File: src/rtl/bp_common_cfg_link_pkg.sv
// rtl/bp_common_cfg_link_pkg.sv - shared types and address map for the config link
package bp_common_cfg_link_pkg;

    localparam int paddr_width_p    = 40;
    localparam int dword_width_p    = 64;
    localparam int vaddr_width_p    = 39;
    localparam int cce_id_width_p   = 7;
    localparam int cfg_dev_width_p  = 4;
    localparam int cfg_addr_width_p = 20;
    localparam int payload_width_p  = 16;
    localparam int nonlocal_width_p = paddr_width_p - cce_id_width_p - cfg_dev_width_p - cfg_addr_width_p;

    localparam logic [cfg_dev_width_p-1:0]  cfg_dev_gp = 4'd2;

    localparam logic [cfg_addr_width_p-1:0] bp_cfg_reg_reset_gp           = 20'h00001;
    localparam logic [cfg_addr_width_p-1:0] bp_cfg_reg_freeze_gp          = 20'h00002;
    localparam logic [cfg_addr_width_p-1:0] bp_cfg_reg_icache_mode_gp     = 20'h00003;
    localparam logic [cfg_addr_width_p-1:0] bp_cfg_reg_dcache_mode_gp     = 20'h00004;
    localparam logic [cfg_addr_width_p-1:0] bp_cfg_reg_cce_mode_gp        = 20'h00005;
    localparam logic [cfg_addr_width_p-1:0] bp_cfg_reg_npc_gp             = 20'h00006;
    localparam logic [cfg_addr_width_p-1:0] bp_cfg_mem_base_cce_ucode_gp  = 20'h08000;

    localparam logic [2:0] e_mem_size_8 = 3'd3;

    typedef enum logic [1:0] {
        e_lce_mode_uncached = 2'd0,
        e_lce_mode_normal   = 2'd1,
        e_lce_mode_nonspec  = 2'd2
    } bp_lce_mode_e;

    typedef enum logic {
        e_cce_mode_uncached = 1'b0,
        e_cce_mode_normal   = 1'b1
    } bp_cce_mode_e;

    typedef enum logic [3:0] {
        e_cce_mem_rd    = 4'd0,
        e_cce_mem_wr    = 4'd1,
        e_cce_mem_uc_rd = 4'd2,
        e_cce_mem_uc_wr = 4'd3,
        e_cce_mem_pre   = 4'd4
    } bp_cce_mem_cmd_type_e;

    typedef enum logic [1:0] {
        e_ready    = 2'd0,
        e_ucode_rd = 2'd1,
        e_resp     = 2'd2
    } bp_cfg_state_e;

    typedef struct packed {
        bp_cce_mem_cmd_type_e           msg_type;
        logic [paddr_width_p-1:0]       addr;
        logic [payload_width_p-1:0]     payload;
        logic [2:0]                     size;
        logic [dword_width_p-1:0]       data;
    } bp_cce_mem_msg_s;

    localparam int cce_mem_msg_width_lp = $bits(bp_cce_mem_msg_s);

    typedef struct packed {
        logic [nonlocal_width_p-1:0]    nonlocal;
        logic [cce_id_width_p-1:0]      cce;
        logic [cfg_dev_width_p-1:0]     dev;
        logic [cfg_addr_width_p-1:0]    addr;
    } bp_local_addr_s;

endpackage

File: src/rtl/bp_cfg_mmio_responder_if.sv
// rtl/bp_cfg_mmio_responder_if.sv - command/response handshake bundle of the config link
interface bp_cfg_mmio_responder_if;
    import bp_common_cfg_link_pkg::*;

    bp_cce_mem_msg_s io_cmd;
    logic            io_cmd_v;
    logic            io_cmd_ready;
    bp_cce_mem_msg_s io_resp;
    logic            io_resp_v;
    logic            io_resp_yumi;

    modport master (
        output io_cmd, io_cmd_v, io_resp_yumi,
        input  io_cmd_ready, io_resp, io_resp_v
    );

    modport slave (
        input  io_cmd, io_cmd_v, io_resp_yumi,
        output io_cmd_ready, io_resp, io_resp_v
    );
endinterface

File: src/rtl/bp_cfg_reg_file.sv
// rtl/bp_cfg_reg_file.sv - config register decode and storage
module bp_cfg_reg_file
    import bp_common_cfg_link_pkg::*;
(
    input  logic                         clk_i,
    input  logic                         reset_i,
    input  logic                         w_v,
    input  logic [cfg_addr_width_p-1:0]  addr,
    input  logic [dword_width_p-1:0]     wdata,
    output logic [dword_width_p-1:0]     rdata,
    output logic                         core_reset,
    output logic                         freeze,
    output bp_lce_mode_e                 icache_mode,
    output bp_lce_mode_e                 dcache_mode,
    output bp_cce_mode_e                 cce_mode,
    output logic [vaddr_width_p-1:0]     npc,
    output logic                         npc_w_v
);

    wire unused_wdata = ^wdata[dword_width_p-1:vaddr_width_p];

    always_ff @(posedge clk_i) begin
        if (reset_i) begin
            core_reset  <= 1'b1;
            freeze      <= 1'b1;
            icache_mode <= e_lce_mode_uncached;
            dcache_mode <= e_lce_mode_uncached;
            cce_mode    <= e_cce_mode_uncached;
            npc         <= '0;
            npc_w_v     <= 1'b0;
        end else begin
            npc_w_v <= 1'b0;
            if (w_v) begin
                case (addr)
                    bp_cfg_reg_reset_gp:       core_reset  <= wdata[0];
                    bp_cfg_reg_freeze_gp:      freeze      <= wdata[0];
                    bp_cfg_reg_icache_mode_gp: icache_mode <= bp_lce_mode_e'(wdata[1:0]);
                    bp_cfg_reg_dcache_mode_gp: dcache_mode <= bp_lce_mode_e'(wdata[1:0]);
                    bp_cfg_reg_cce_mode_gp:    cce_mode    <= bp_cce_mode_e'(wdata[0]);
                    bp_cfg_reg_npc_gp: begin
                        npc     <= wdata[vaddr_width_p-1:0];
                        npc_w_v <= 1'b1;
                    end
                    default: ;
                endcase
            end
        end
    end

    // Unmapped offsets read as zero.
    always_comb begin
        rdata = '0;
        case (addr)
            bp_cfg_reg_reset_gp:       rdata[0]                 = core_reset;
            bp_cfg_reg_freeze_gp:      rdata[0]                 = freeze;
            bp_cfg_reg_icache_mode_gp: rdata[1:0]               = icache_mode;
            bp_cfg_reg_dcache_mode_gp: rdata[1:0]               = dcache_mode;
            bp_cfg_reg_cce_mode_gp:    rdata[0]                 = cce_mode;
            bp_cfg_reg_npc_gp:         rdata[vaddr_width_p-1:0] = npc;
            default: ;
        endcase
    end

endmodule

File: src/rtl/bp_cfg_mmio_responder.sv
// rtl/bp_cfg_mmio_responder.sv - config link target: register file and microcode RAM access
module bp_cfg_mmio_responder
    import bp_common_cfg_link_pkg::*;
#(
    parameter int inst_width_p          = 32,
    parameter int inst_ram_addr_width_p = 8
) (
    input  logic                             clk_i,
    input  logic                             reset_i,
    input  logic [cce_id_width_p-1:0]        cce_id_i,
    bp_cfg_mmio_responder_if.slave           io,
    output logic                             reset_o,
    output logic                             freeze_o,
    output bp_lce_mode_e                     icache_mode_o,
    output bp_lce_mode_e                     dcache_mode_o,
    output bp_cce_mode_e                     cce_mode_o,
    output logic [vaddr_width_p-1:0]         npc_o,
    output logic                             npc_w_v_o,
    output logic                             ucode_v_o,
    output logic                             ucode_w_o,
    output logic [inst_ram_addr_width_p-1:0] ucode_addr_o,
    output logic [inst_width_p-1:0]          ucode_data_o,
    input  logic [inst_width_p-1:0]          ucode_data_i
);

    bp_cfg_state_e   state_r;
    bp_cce_mem_msg_s resp_r;
    bp_local_addr_s  cmd_addr;
    logic            hit, is_ucode, is_rd, is_wr, accept, reg_w_v;
    logic [cfg_addr_width_p-1:0] ucode_off;
    logic [dword_width_p-1:0]    reg_rdata;

    assign cmd_addr  = io.io_cmd.addr;
    assign hit       = (cmd_addr.dev == cfg_dev_gp) && (cmd_addr.cce == cce_id_i);
    assign is_ucode  = (cmd_addr.addr >= bp_cfg_mem_base_cce_ucode_gp);
    assign is_rd     = (io.io_cmd.msg_type == e_cce_mem_uc_rd);
    assign is_wr     = (io.io_cmd.msg_type == e_cce_mem_uc_wr);
    assign accept    = io.io_cmd_v && (state_r == e_ready);
    assign ucode_off = cmd_addr.addr - bp_cfg_mem_base_cce_ucode_gp;

    wire unused_addr = ^{ucode_off[cfg_addr_width_p-1:inst_ram_addr_width_p], cmd_addr.nonlocal};

    assign reg_w_v      = accept && hit && !is_ucode && is_wr;
    assign ucode_v_o    = accept && hit && is_ucode && (is_rd || is_wr);
    assign ucode_w_o    = ucode_v_o && is_wr;
    assign ucode_addr_o = ucode_off[inst_ram_addr_width_p-1:0];
    assign ucode_data_o = io.io_cmd.data[inst_width_p-1:0];

    bp_cfg_reg_file u_reg_file (
        .clk_i       (clk_i),
        .reset_i     (reset_i),
        .w_v         (reg_w_v),
        .addr        (cmd_addr.addr),
        .wdata       (io.io_cmd.data),
        .rdata       (reg_rdata),
        .core_reset  (reset_o),
        .freeze      (freeze_o),
        .icache_mode (icache_mode_o),
        .dcache_mode (dcache_mode_o),
        .cce_mode    (cce_mode_o),
        .npc         (npc_o),
        .npc_w_v     (npc_w_v_o)
    );

    // Header is captured at accept; data is either the register value now or RAM data next cycle.
    always_ff @(posedge clk_i) begin
        if (reset_i) begin
            state_r <= e_ready;
            resp_r  <= '0;
        end else begin
            case (state_r)
                e_ready: begin
                    if (accept) begin
                        resp_r      <= io.io_cmd;
                        resp_r.data <= (hit && !is_ucode && is_rd) ? reg_rdata : '0;
                        state_r     <= (hit && is_ucode && is_rd) ? e_ucode_rd : e_resp;
                    end
                end
                e_ucode_rd: begin
                    resp_r.data <= dword_width_p'(ucode_data_i);
                    state_r     <= e_resp;
                end
                e_resp: begin
                    if (io.io_resp_yumi) state_r <= e_ready;
                end
                default: state_r <= e_ready;
            endcase
        end
    end

    assign io.io_cmd_ready = (state_r == e_ready);
    assign io.io_resp_v    = (state_r == e_resp);
    assign io.io_resp      = resp_r;

endmodule
File: src/flat_wrapper.sv
// flat-port wrapper written by rule: the top's interface ports become plain ports
module bp_cfg_mmio_responder_flat import bp_common_cfg_link_pkg::*;
#(
    parameter int inst_width_p          = 32,
    parameter int inst_ram_addr_width_p = 8
)
  (clk_i, reset_i, cce_id_i, reset_o, freeze_o, icache_mode_o, dcache_mode_o, cce_mode_o, npc_o, npc_w_v_o, ucode_v_o, ucode_w_o, ucode_addr_o, ucode_data_o, ucode_data_i, io_io_cmd, io_io_cmd_v, io_io_resp_yumi, io_io_cmd_ready, io_io_resp, io_io_resp_v);
  bp_cfg_mmio_responder_if io_i ();
  input  logic clk_i;
  input  logic reset_i;
  input  logic [cce_id_width_p-1:0] cce_id_i;
  output logic reset_o;
  output logic freeze_o;
  output bp_lce_mode_e icache_mode_o;
  output bp_lce_mode_e dcache_mode_o;
  output bp_cce_mode_e cce_mode_o;
  output logic [vaddr_width_p-1:0] npc_o;
  output logic npc_w_v_o;
  output logic ucode_v_o;
  output logic ucode_w_o;
  output logic [inst_ram_addr_width_p-1:0] ucode_addr_o;
  output logic [inst_width_p-1:0] ucode_data_o;
  input  logic [inst_width_p-1:0] ucode_data_i;
  input wire logic [$bits(io_i.io_cmd)-1:0] io_io_cmd;
  input wire logic [$bits(io_i.io_cmd_v)-1:0] io_io_cmd_v;
  input wire logic [$bits(io_i.io_resp_yumi)-1:0] io_io_resp_yumi;
  output wire logic [$bits(io_i.io_cmd_ready)-1:0] io_io_cmd_ready;
  output wire logic [$bits(io_i.io_resp)-1:0] io_io_resp;
  output wire logic [$bits(io_i.io_resp_v)-1:0] io_io_resp_v;
  assign io_i.io_cmd = io_io_cmd;
  assign io_i.io_cmd_v = io_io_cmd_v;
  assign io_i.io_resp_yumi = io_io_resp_yumi;
  assign io_io_cmd_ready = io_i.io_cmd_ready;
  assign io_io_resp = io_i.io_resp;
  assign io_io_resp_v = io_i.io_resp_v;
  bp_cfg_mmio_responder #(.inst_width_p(inst_width_p), .inst_ram_addr_width_p(inst_ram_addr_width_p)) u_core (.clk_i(clk_i), .reset_i(reset_i), .cce_id_i(cce_id_i), .io(io_i), .reset_o(reset_o), .freeze_o(freeze_o), .icache_mode_o(icache_mode_o), .dcache_mode_o(dcache_mode_o), .cce_mode_o(cce_mode_o), .npc_o(npc_o), .npc_w_v_o(npc_w_v_o), .ucode_v_o(ucode_v_o), .ucode_w_o(ucode_w_o), .ucode_addr_o(ucode_addr_o), .ucode_data_o(ucode_data_o), .ucode_data_i(ucode_data_i));
endmodule
File: config.mk
export PLATFORM = sky130hd
export DESIGN_NAME = bp_cfg_mmio_responder_flat
export DESIGN_NICKNAME = d
export VERILOG_FILES = /design/src/rtl/bp_common_cfg_link_pkg.sv /design/src/rtl/bp_cfg_mmio_responder_if.sv /design/src/rtl/bp_cfg_reg_file.sv /design/src/rtl/bp_cfg_mmio_responder.sv /design/src/flat_wrapper.sv
export SDC_FILE = /design/constraint.sdc
export NUM_CORES = 1
export LEC_CHECK = 0
export BUFFER_PORTS_ARGS = -buffer_cell sky130_fd_sc_hd__buf_4
export CAP_MARGIN = 15
export CORE_AREA = 2 2 149 151
export DETAILED_ROUTE_END_ITERATION = 6
export DIE_AREA = 0 0 151 153
export PLACE_DENSITY = 0.7
export SETUP_SLACK_MARGIN = 0.15
export SLEW_MARGIN = 20
export SYNTH_ARGS = -nofsm -noshare
export SYNTH_HDL_FRONTEND = slang
export SYNTH_SLANG_ARGS = --single-unit
export TNS_END_PERCENT = 30
File: constraint.sdc
create_clock -name clk_i -period 1.8 [get_ports clk_i]
set_input_delay 0.27 -clock clk_i [delete_from_list [all_inputs] [get_ports clk_i]]
set_output_delay 0.27 -clock clk_i [all_outputs]
set_load 0.005 [all_outputs]
==> flow_summary.json <==
{
  "start_kind": "flip-flop",
  "slowest_stage": "or4_4",
  "dp_slack_ps": -470,
  "drive_gt1_share_pct": 49.7,
  "worst_ep_required_time_ps": 2100,
  "port-buffer-count": 337,
  "tns_ps": -461,
  "power_frac_clock_pct": 43.3,
  "violations": "negative setup slack",
  "ys_seq_area_share_pct": 46.7,
  "netlist_area_sq_mm": 0.00648,
  "crit_type": "reg -> reg",
  "total_power_mw": 7.95,
  "antenna_cells": 0,
  "drv_cap": 0,
  "swShare_pct": 25.0,
  "cts_buffer_depth": 2,
  "pin_count": 388,
  "ys_ff_latch": 151,
  "synth-edff-count": 0,
  "gp_congestion": 0.794,
  "htree_levels": 4,
  "skew_ps": 7.26,
  "synth.top_cell.area_share_pct": 46.7,
  "vdd_drop_max_mv": 0.520,
  "antenna_found_initial": 0,
  "status": "complete, but fails checks",
  "async_reset_ff_share_pct": 0,
  "hpwl_um": 16600,
  "area_delta_synth_final_pct": 68.5,
  "grt_max_degree": 64,
  "cts_tree": "yes",
  "crit_chain": "nor3b_4, nand3_2, or4_4, clkbuf_16, o21ai_2, a21oi_1",
  "finalWirelength_um": 24400,
  "cts.clk_slew.worst_paths_ps": 60,
  "firstDrtPassIters": 5,
  "die_w_um": 151,
  "cts.sinks": 151,
  "whs_ps": 99.9,
  "leakage_nw": 4.52,
  "die_h_um": 153,
  "synth_area_per_cell_sq_um": 8.09,
  "worstSkewPairLatency_ps": 410,
  "grt_overflow": 0,
  "syn_inst": 801,
  "design.core.area_sq_mm": 0.0215,
  "hold_viol": 0,
  "crit_family": "simple AND/OR/NAND/NOR gates",
  "synthDistinctLibCells": 42,
  "synth_top_cell_by_area": "dfxtp_1",
  "wire_per_inst_um": 17.0,
  "post_dp_cell_area_sq_mm": 0.00954,
  "power_switching_mw": 1.99,
  "final_area_sq_mm": 0.0109,
  "p_per_area_mw_per_mm2": 728,
  "num_vias": 7029,
  "finalNetCount": 1312,
  "hold_path_class": "in -> reg",
  "synth_common_cells": "dfxtp_1 (151), a21oi_1 (148), nand2_1 (138)",
  "clock.fmax_mhz": 542,
  "critPathMaxStageDelay_ps": 550,
  "path_buf_inv": 1,
  "fin_ws_ps": -46.5,
  "seq_power_share_pct": 43.7,
  "rows": 54,
  "intPower_mw": 5.96,
  "slew_violations": 0,
  "end_kind": "flip-flop",
  "grt_use_total_pct": 19.7,
  "root_buffer": "clkbuf_16",
  "synth_area_leaders": "dfxtp_1 (47%), a21oi_1 (11%), nand2_1 (8.0%)",
  "drtAntennaViolNets": 0,
  "yosysMostFrequentCell": "dfxtp_1",
  "die_area_sq_mm": 0.0231,
  "cp_max_fo": 10,
  "rsz0062_at_grt": "true",
  "initial_core_util_pct": 30.2,
  "fin_crit_sh_pct": 103,
  "ys.flop_type": "dfxtp_1",
  "ctsHoldBuffers": 0,
  "viasPerCell": 4.90,
  "combPwrFrac_pct": 13.0,
  "cp.arrival_ps": 2140,
  "grt_pass1_wl_um": 35800,
  "r2r_slack_ps": -50,
  "yosysWarnings": 0,
  "fin_crit_ps": 1850,
  "drt_iter0_drc": 279,
  "cts_buffers": 17,
  "grt_pass1_vias": 6702,
  "drc": 0,
  "setup_viol": 21
}
==> cells by family after synthesis <==
kind of cell	synth area share, %
xor gates and xnor gates	0.946
muxes	0.483
DFF	46.7
AOI/OAI and AO/OA	19.8
buffers and inverters	12.1
other	0.0579
and+or+nand+nor	19.9
==> worst min-delay path: stages <==
cell and delay [ps]:
buf_4 110, nand2_1 40, a21oi_1 50
==> per-layer routing <==
metal  global-route usage, %  part of all wire, %  vias up  wire, um
li1                        -                    -     3384         -
met1                    22.6                   39     3315      9460
met2                    34.7                   51      299     12300
met3                    5.55                  8.2       31      2000
met4                    6.63                  2.5        0       608
met5                       0                    0        -         0
==> power by group through the flow <==
stage / sequential (mW) / combinational (mW) / clock, mW
after floorplan: 3.55 / 0.400 / 0
final: 3.47 / 1.03 / 3.44
after CTS: 3.47 / 1.03 / 3.54
after global placement: 3.54 / 0.990 / 0
after global routing: 3.48 / 1.12 / 3.67
after detailed placement: 3.55 / 0.999 / 0
==> sequential cells by signal, summed over array words and instances, names as in the netlist <==
name,count
u_core.u_reg_file.npc,39
u_core.io.io_resp,102
u_core.u_reg_file.cce_mode,1
u_core.u_reg_file.icache_mode,2
u_core.u_reg_file.core_reset,1
u_core.u_reg_file.npc_w_v,1
u_core.u_reg_file.freeze,1
u_core.u_reg_file.dcache_mode,2
u_core.state_r,2
==> what timing repair did <==
action,CTS,global route
endpoints found under the hold margin,0,0
pin swaps,91,42
gates resized for setup,122,41
endpoints found under the setup margin,85,104
setup buffers,5,2
cloned,3,5
==> final timing paths <==
path                                       startpoint                        end  cells after the start
worst max-delay path                u_core.state_r[0]  u_core.u_reg_file.npc[31]                      6
worst min-delay path                    io_io_cmd[72]      u_core.io.io_resp[72]                      3
worst max register to register      u_core.state_r[0]  u_core.u_reg_file.npc[31]                      6
worst min register to register  u_core.io.io_resp[75]      u_core.io.io_resp[75]                      2
==> per-stage QoR <==
step	instances	util, %
after floorplan	825	-
after global placement	1388	44.4
after detailed placement	1388	44.4
after CTS	1427	49.3
after global routing	1434	50.8
final	1434	50.8
==> placed cells by master (no fill, tap or decap), types with 21 or more instances in the layout <==
cell type and instances:
nand3_2 32, nand2_1 138, o21ai_2 35, dfxtp_1 149, buf_4 391, clkbuf_16 21, conb_1 25, a21oi_1 133
nand3_1 49, a22oi_1 33
==> cell type report <==
cell class | count | area (sq um)
Fill cell | 2023 | 10600
Clock buffer | 21 | 460
Clock inverter | 10 | 97.6
Tap cell | 280 | 350
Inverter | 4 | 20.0
Timing Repair Buffer | 428 | 3620
Sequential cell | 151 | 3030
Multi-Input combinational cell | 540 | 3350
Power figures use the tool's default switching activity.
